`config.mk`:
```
export PLATFORM = sky130hd
export DESIGN_NAME = zigzag_runlevel
export DESIGN_NICKNAME = d
export VERILOG_FILES = /design/src/rtl/zigzag_runlevel.sv
export SDC_FILE = /design/constraint.sdc
export NUM_CORES = 1
export LEC_CHECK = 0
export ABC_AREA = 1
export CAP_MARGIN = 20
export CORE_MARGIN = 3
export CORE_UTILIZATION = 35
export CTS_CLUSTER_SIZE = 16
export DETAILED_ROUTE_END_ITERATION = 10
export PLACE_DENSITY_LB_ADDON = 0.1
export SYNTH_ARGS = -nofsm -noshare
export SYNTH_HDL_FRONTEND = slang
export SYNTH_SLANG_ARGS = --single-unit
export TNS_END_PERCENT = 5
```
`constraint.sdc`:
```
create_clock -name clk -period 4.2 [get_ports clk]
set_clock_uncertainty 0.2 [all_clocks]
set_input_delay 0.84 -clock clk [delete_from_list [all_inputs] [get_ports clk]]
set_output_delay 0.84 -clock clk [all_outputs]
set_load 0.02 [all_outputs]
```
`src/rtl/zigzag_runlevel.sv`:
```
// zigzag_runlevel: reorders a latched 4x4 coefficient block into zigzag order and
// streams (level, run, last) pairs over a valid/ready handshake.
module zigzag_runlevel #(
   parameter int BIT_LENGTH = 15
) (
   input  logic                         clk,
   input  logic                         reset,
   input  logic                         enable,
   input  logic [16*(BIT_LENGTH+1)-1:0] coeffs,
   input  logic                         start,
   output logic                         in_ready,
   output logic signed [BIT_LENGTH:0]   level,
   output logic [3:0]                   run,
   output logic                         last,
   output logic                         pair_valid,
   input  logic                         pair_ready,
   output logic [4:0]                   totalcoeff,
   output logic                         done
);
   localparam int W = BIT_LENGTH + 1;
   localparam logic [1:0] IDLE = 2'd0;
   localparam logic [1:0] SCAN = 2'd1;
   localparam logic [1:0] EMIT = 2'd2;
   localparam logic [1:0] DONE = 2'd3;
   // raster index of each zigzag position, position 0 in the low nibble
   localparam logic [63:0] ZZ = {4'd15, 4'd14, 4'd11, 4'd7, 4'd10, 4'd13, 4'd12, 4'd9,
                                 4'd6, 4'd3, 4'd2, 4'd5, 4'd8, 4'd4, 4'd1, 4'd0};

   logic [1:0]         state_q, state_d;
   logic [15:0][W-1:0] buf_q, buf_d;
   logic [3:0]         idx_q, idx_d, run_q, run_d, prun_q, prun_d;
   logic [4:0]         cnt_q, cnt_d, tc_q, tc_d;
   logic [W-1:0]       level_q, level_d, cur;
   logic               last_q, last_d;
   logic [15:0]        nz;

   always_comb begin
      for (int i = 0; i < 16; i++) nz[i] = |buf_q[i];
      state_d = state_q;
      buf_d   = buf_q;
      idx_d   = idx_q;
      run_d   = run_q;
      cnt_d   = cnt_q;
      level_d = level_q;
      prun_d  = prun_q;
      last_d  = last_q;
      tc_d    = tc_q;
      cur     = buf_q[idx_q];
      if (enable) begin
         case (state_q)
            IDLE: if (start) begin
               // the buffer is stored already reordered, so SCAN walks it linearly
               for (int i = 0; i < 16; i++) buf_d[i] = coeffs[W*int'(ZZ[4*i +: 4]) +: W];
               idx_d   = '0;
               run_d   = '0;
               cnt_d   = '0;
               state_d = SCAN;
            end
            SCAN: if (cur == '0) begin
               run_d   = run_q + 4'd1;
               idx_d   = idx_q + 4'd1;
               state_d = (idx_q == 4'd15) ? DONE : SCAN;
               tc_d    = (idx_q == 4'd15) ? cnt_q : tc_q;
            end else begin
               level_d = cur;
               prun_d  = run_q;
               last_d  = ~|((nz >> idx_q) >> 1);
               cnt_d   = cnt_q + 5'd1;
               state_d = EMIT;
            end
            EMIT: if (pair_ready) begin
               state_d = last_q ? DONE : SCAN;
               tc_d    = last_q ? cnt_q : tc_q;
               idx_d   = idx_q + 4'd1;
               run_d   = '0;
            end
            default: state_d = IDLE;
         endcase
      end
   end

   always_ff @(posedge clk or negedge reset) begin
      if (!reset) begin
         state_q <= IDLE;
         buf_q   <= '0;
         idx_q   <= '0;
         run_q   <= '0;
         cnt_q   <= '0;
         level_q <= '0;
         prun_q  <= '0;
         last_q  <= 1'b0;
         tc_q    <= '0;
      end else begin
         state_q <= state_d;
         buf_q   <= buf_d;
         idx_q   <= idx_d;
         run_q   <= run_d;
         cnt_q   <= cnt_d;
         level_q <= level_d;
         prun_q  <= prun_d;
         last_q  <= last_d;
         tc_q    <= tc_d;
      end
   end

   assign in_ready   = state_q == IDLE;
   assign pair_valid = state_q == EMIT;
   assign done       = state_q == DONE;
   assign level      = level_q;
   assign run        = prun_q;
   assign last       = last_q;
   assign totalcoeff = tc_q;
endmodule

```
# == Word level (Yosys, flattened, before mapping) ==
# Index checks and enable logic that the tools add are counted.
# totals
inputBits,261
register_bits,297
wordCells,92
# op_classes
n_mux,23
n_lt_le_gt_ge,1
reduce_logical,29
n_eq_ne,10
n_shift,1
add_sub_neg,3
bitwise_logic,1
# op_table
cell,n
16-bit OR reduction,16
16-bit binary-select mux with 4-bit select,1
5-bit 2-to-1 mux,6
4-bit case mux with 3 select lines,2
4-bit 2-to-1 mux,5
5-bit case mux with 2 select lines,2
16-bit logical NOT,1
16-bit 2-to-1 mux,1
16-bit by 4-bit >> shifter with 16-bit output,1
15-bit OR reduction,1
2-bit 2-to-1 mux,5
3-bit AND reduction,3
4-bit by 1-bit adder with 4-bit output (second input constant),2
2-bit != test (second input constant),4
2-bit case mux with 3 select lines,1
6-bit AND reduction,1
5-bit by 1-bit adder with 5-bit output (second input constant),1
4-bit by 5-bit < comparator with 1-bit output (second input constant),1
5-bit AND reduction,1
2-bit equality test (second input constant),2
4-bit equality test (second input constant),1
2-bit by 1-bit != test with 1-bit output (second input constant),2
4-bit AND reduction,1
2-bit nonzero test,2
5 further kinds,5

# == Longest topological paths before layout ==
# depth
ltp_word,5
ltp_mapped,18
mapped_depth_nobuf,15

# == Worst setup path before layout ==
# OpenSTA, ideal clock, no wires.
# synth_path
path_kind,input to register
startpoint,in start
endpoint,reg buf_q[111] (netlist name)
stages,5
required_ns,3.867
path_slack_ns,1.954
setup_ns,0.133
arrival_ns,1.913
path_buffers,3
cell_sequence,nand3_1 > clkbuf_1 > clkbuf_1 > clkbuf_1 > a21oi_1
# synth_between
elab_chain_cells,1
# synth_rtl
item,line_no,rtl
start: declaration,10,"input logic start,"
3-bit AND reduction (no line),--,
end signal: assignment,95,buf_q <= buf_d;
end: declaration,30,"logic [15:0][W-1:0] buf_q, buf_d;"
# No other way between the ends.
# A chain may end at the register's enable or synchronous reset.

# == Final worst setup path ==
# layout_path
startpoint,reg idx_q[3]
endpoint,"reg last_q, in the netlist last"
# layout_between
elab_chain_cells,5
# layout_rtl
item,line_no,rtl
start: declaration,31,"logic [3:0] idx_q, idx_d, run_q, run_d, prun_q, prun_d;"
start signal: assignment,96,idx_q <= idx_d;
16-bit binary-select mux with 4-bit select,48,cur = buf_q[idx_q];
16-bit 2-to-1 mux (not written as such),48,
16-bit logical NOT,59,SCAN: if (cur == '0) begin
1-bit NOT (no line),--,
3-bit AND reduction (no line),--,
end signal: assignment,101,last_q <= last_d;
end: declaration,34,"logic last_q, last_d;"
# Parallel ways exist; a longest one is shown, timed or not. The select of a mux whose other input is x is not followed.

==> flow_metrics.py <==
metrics = {
    "detailed_routing": {
        "wl_met2_mm": 25.98,
        "drt-vias-per-instance": 4.872,
        "drt-met1-wl_mm": 23.70,
        "wl_met3_mm": 3.047,
        "post_drt_wl_per_cell_um": 18.80,
        "vias": 14011,
        "routed_wl_mm": 54.07,
        "ant_nets": 0,
        "drtPass1Iterations": 5,
        "drc": 0,
        "route.top_layer_used": "met4",
        "drt-initial-drc-count": 1242,
    },
    "power": {
        "power_frac_seq_pct": 36.5,
        "power_density_nw_per_um2": 672.4,
        "clkPwrFrac_pct": 24.8,
        "peakVddDrop_mv": 0.3145,
        "combPwrFrac_pct": 38.6,
        "finalPower_mw": 13.46,
        "p_leak_nw": 9.494,
        "p_sw_share_pct": 39.52,
        "p_sw_mw": 5.319,
        "cell_internal_pwr_mw": 8.139,
    },
    "timing": {
        "timing.hold.ws_ns": 0.08710,
        "relSlewSlack_pct": 43.23,
        "drv_slew": 0,
        "fmax_mhz": 284.6,
        "setup-tns-final_ns": 0,
        "timing.final.hold_violations": 0,
        "rsz0062_at_grt": "no",
        "timing.final.ws_setup_ns": 0.6857,
        "worstMarginPinSlew_ns": 0.8515,
        "fin_crit_ns": 3.514,
        "fin_crit_sh_pct": 83.67,
        "finalSetupViolations": 0,
    },
    "floorplan": {
        "die_w_um": 215.8,
        "start_util_pct": 35.59,
        "fp.coreArea_um2": 43270,
        "die_y_um": 215.8,
        "pin_count": 290,
        "dieArea_um2": 46550,
        "rows": 76,
    },
    "logic_synthesis": {
        "ys.flop_type": "dfrtp_1",
        "synth.yosys.seq_area_share_pct": 48.26,
        "synth_top_area_cell": "dfrtp_1",
        "synth_top_area_share_pct": 48.26,
        "synth_cells": 2031,
        "avgSynthCellArea_um2": 7.582,
        "synth_fp_nets": 2299,
        "synthTopCellsByArea": "dfrtp_1 48%, nand2_1 10%, nor2_1 8.9%",
        "syn_area_um2": 15400,
        "async_flop_share_pct": 100.0,
        "yosysUniqueCellTypes": 31,
        "ys_ff_latch": 297,
        "synth_edf_count": 0,
        "synth_warnings": 0,
    },
    "critical_path": {
        "cp-start-kind": "flip-flop",
        "crit_path_top_delay_cell": "dfrtp_1",
        "worstSetupPathType": "flip-flop to flip-flop",
        "slowest_delay_ns": 0.88,
        "critical_path_buf_inv_count": 1,
        "worstPathArrival_ns": 3.74,
        "critPathTopFamily": "simple AND/OR/NAND/NOR gates",
        "worstPathCellList": "inv_1 > nand3_1 > nand2_1 > nor2_1 > nand2_1 > nor2_2 > nand2_4 > nand2_2 > nor2_1 > nand2_1 > nand2_1",
        "critPathRequiredTime_ns": 4.43,
        "cp_common_cell": "nand2_1",
        "critPathMaxFanout": 28,
        "crit_path_end_kind": "flip-flop",
    },
    "cts": {
        "numCtsBuffers": 37,
        "clockBufferDepth": 3,
        "hold_buffers": 0,
        "cts.clk_slew.worst_paths_ns": 0.06,
        "worst_skew_pair.late_latency_ns": 0.55,
        "clock_sinks": 297,
        "root_buffer": "clkbuf_16",
        "cts.repair.resized": 0,
        "cts_max_level": 2,
        "post_cts_buffers": 0,
        "cts_tree": "done",
    },
    "finish": {
        "final_cell_mix": "422 x nand2_1, 364 x nor2_1, 295 x dfrtp_1, 288 x clkdlybuf4s50_1, 264 x nand3_1",
        "n_antenna_cell": 0,
        "utilization_pct": 46.26,
        "layout.nets": 2531,
        "drive_above_1_share_pct": 6.809,
        "fill_cells": 4350,
        "mostFrequentLayoutCell": "nand2_1",
        "syn_to_final_growth_pct": 29.97,
    },
    "min_path": {
        "hp-class": "input port to asynchronous set/reset pin",
    },
    "placed_design": {
        "dp_worst_setup_slack_ns": 0.7020,
        "gp_congestion": 0.8360,
        "dpl.hpwl_mm": 40.51,
        "io_buffers": 289,
    },
    "grt": {
        "grt_pass1_wl_mm": 83.30,
        "antenna_found_initial": 0,
        "gr-total-overflow": 0,
        "grt_usage_pct": 23.11,
        "grt_max_degree": 121,
        "grt_pass1_vias": 14156,
    },
    "outcome": {
        "status": "finished, final reports clean",
    },
    "run": {
        "maxCapViolations": 0,
    },
}
==> flip-flops by register name, summed over array words and instances, names as in the netlist <==
register / cells
last: 1
run: 4
buf_q: 256
totalcoeff: 5
idx_q: 4
cnt_q: 5
state_q: 2
run_q: 4
level: 16
==> metal layers <==
metal	vias to the layer above	global-route usage [%]
li1	6917	-
met1	6618	31.14
met2	408	38.61
met3	68	4.027
met4	0	6.125
met5	-	0
==> power groups by stage <==
| stage | sequential [mW] | combinational [mW] | clock [mW] |
|---|---|---|---|
| 2_1_floorplan | 4.79 | 3.48 | 0 |
| 6_report | 4.92 | 5.20 | 3.34 |
| 3_3_place_gp | 4.92 | 5.19 | 0 |
| 3_5_place_dp | 4.96 | 5.24 | 0 |
| 5_1_grt | 5.07 | 5.85 | 3.52 |
| 4_1_cts | 4.92 | 5.26 | 3.41 |
==> per-stage QoR <==
step                cell area (um2)  instances
floorplan                     15400       2031
global route                  20020       2876
detailed placement            18740       2809
CTS                           20020       2876
finish                        20020       2876
global placement              18740       2809
==> cell type report <==
| type | count | area (um2) | share of cell area [%] |
|---|---|---|---|
| clock inverter | 8 | 118.9 | 0.5939 |
| tap | 585 | 732.0 | 3.657 |
| inverter | 216 | 810.8 | 4.051 |
| timing repair buffer | 312 | 3183 | 15.90 |
| multi-input combinational | 1399 | 6573 | 32.84 |
| sequential | 297 | 7437 | 37.16 |
| clock buffer | 59 | 1161 | 5.801 |
==> worst paths after layout <==
kind	startpoint	cells past startpoint	end	slack (ns)
setup / recovery	idx_q[3]	11	last	0.69
hold / removal	reset	1	buf_q[236]	0.09
setup reg to reg	idx_q[3]	11	last	0.69
hold reg to reg	level[4]	2	level[4]	0.28
max in group asynchronous	reset	2	buf_q[204]	2.66
min in group clk	level[4]	2	level[4]	0.28
==> cell usage after synthesis (5+ instances only) <==
cell type    n
nand2_1    422
nor2_1     364
dfrtp_1    297
nand3_1    265
inv_1      213
a21oi_1    204
mux2_2      59
clkbuf_1    45
buf_2       30
buf_1       25
o211ai_1    22
o21ai_0     19
buf_6       11
o21ai_1      9
buf_4        8
ha_1         7
nand4_1      5
==> cell families (layout without fill, tap and decap cells) <==
group,Yosys count,count (layout),synth area share (%)
and+or+nand+nor,1071,1071,28.65
buffers and inverters,335,595,9.140
DFF,297,297,48.26
AOI/OAI and AO/OA,257,257,8.783
muxes,59,59,4.314
adders and majority gates,7,7,0.5687
xor gates and xnor gates,5,5,0.2844
Note: power is estimated with default switching activity, not from simulation.
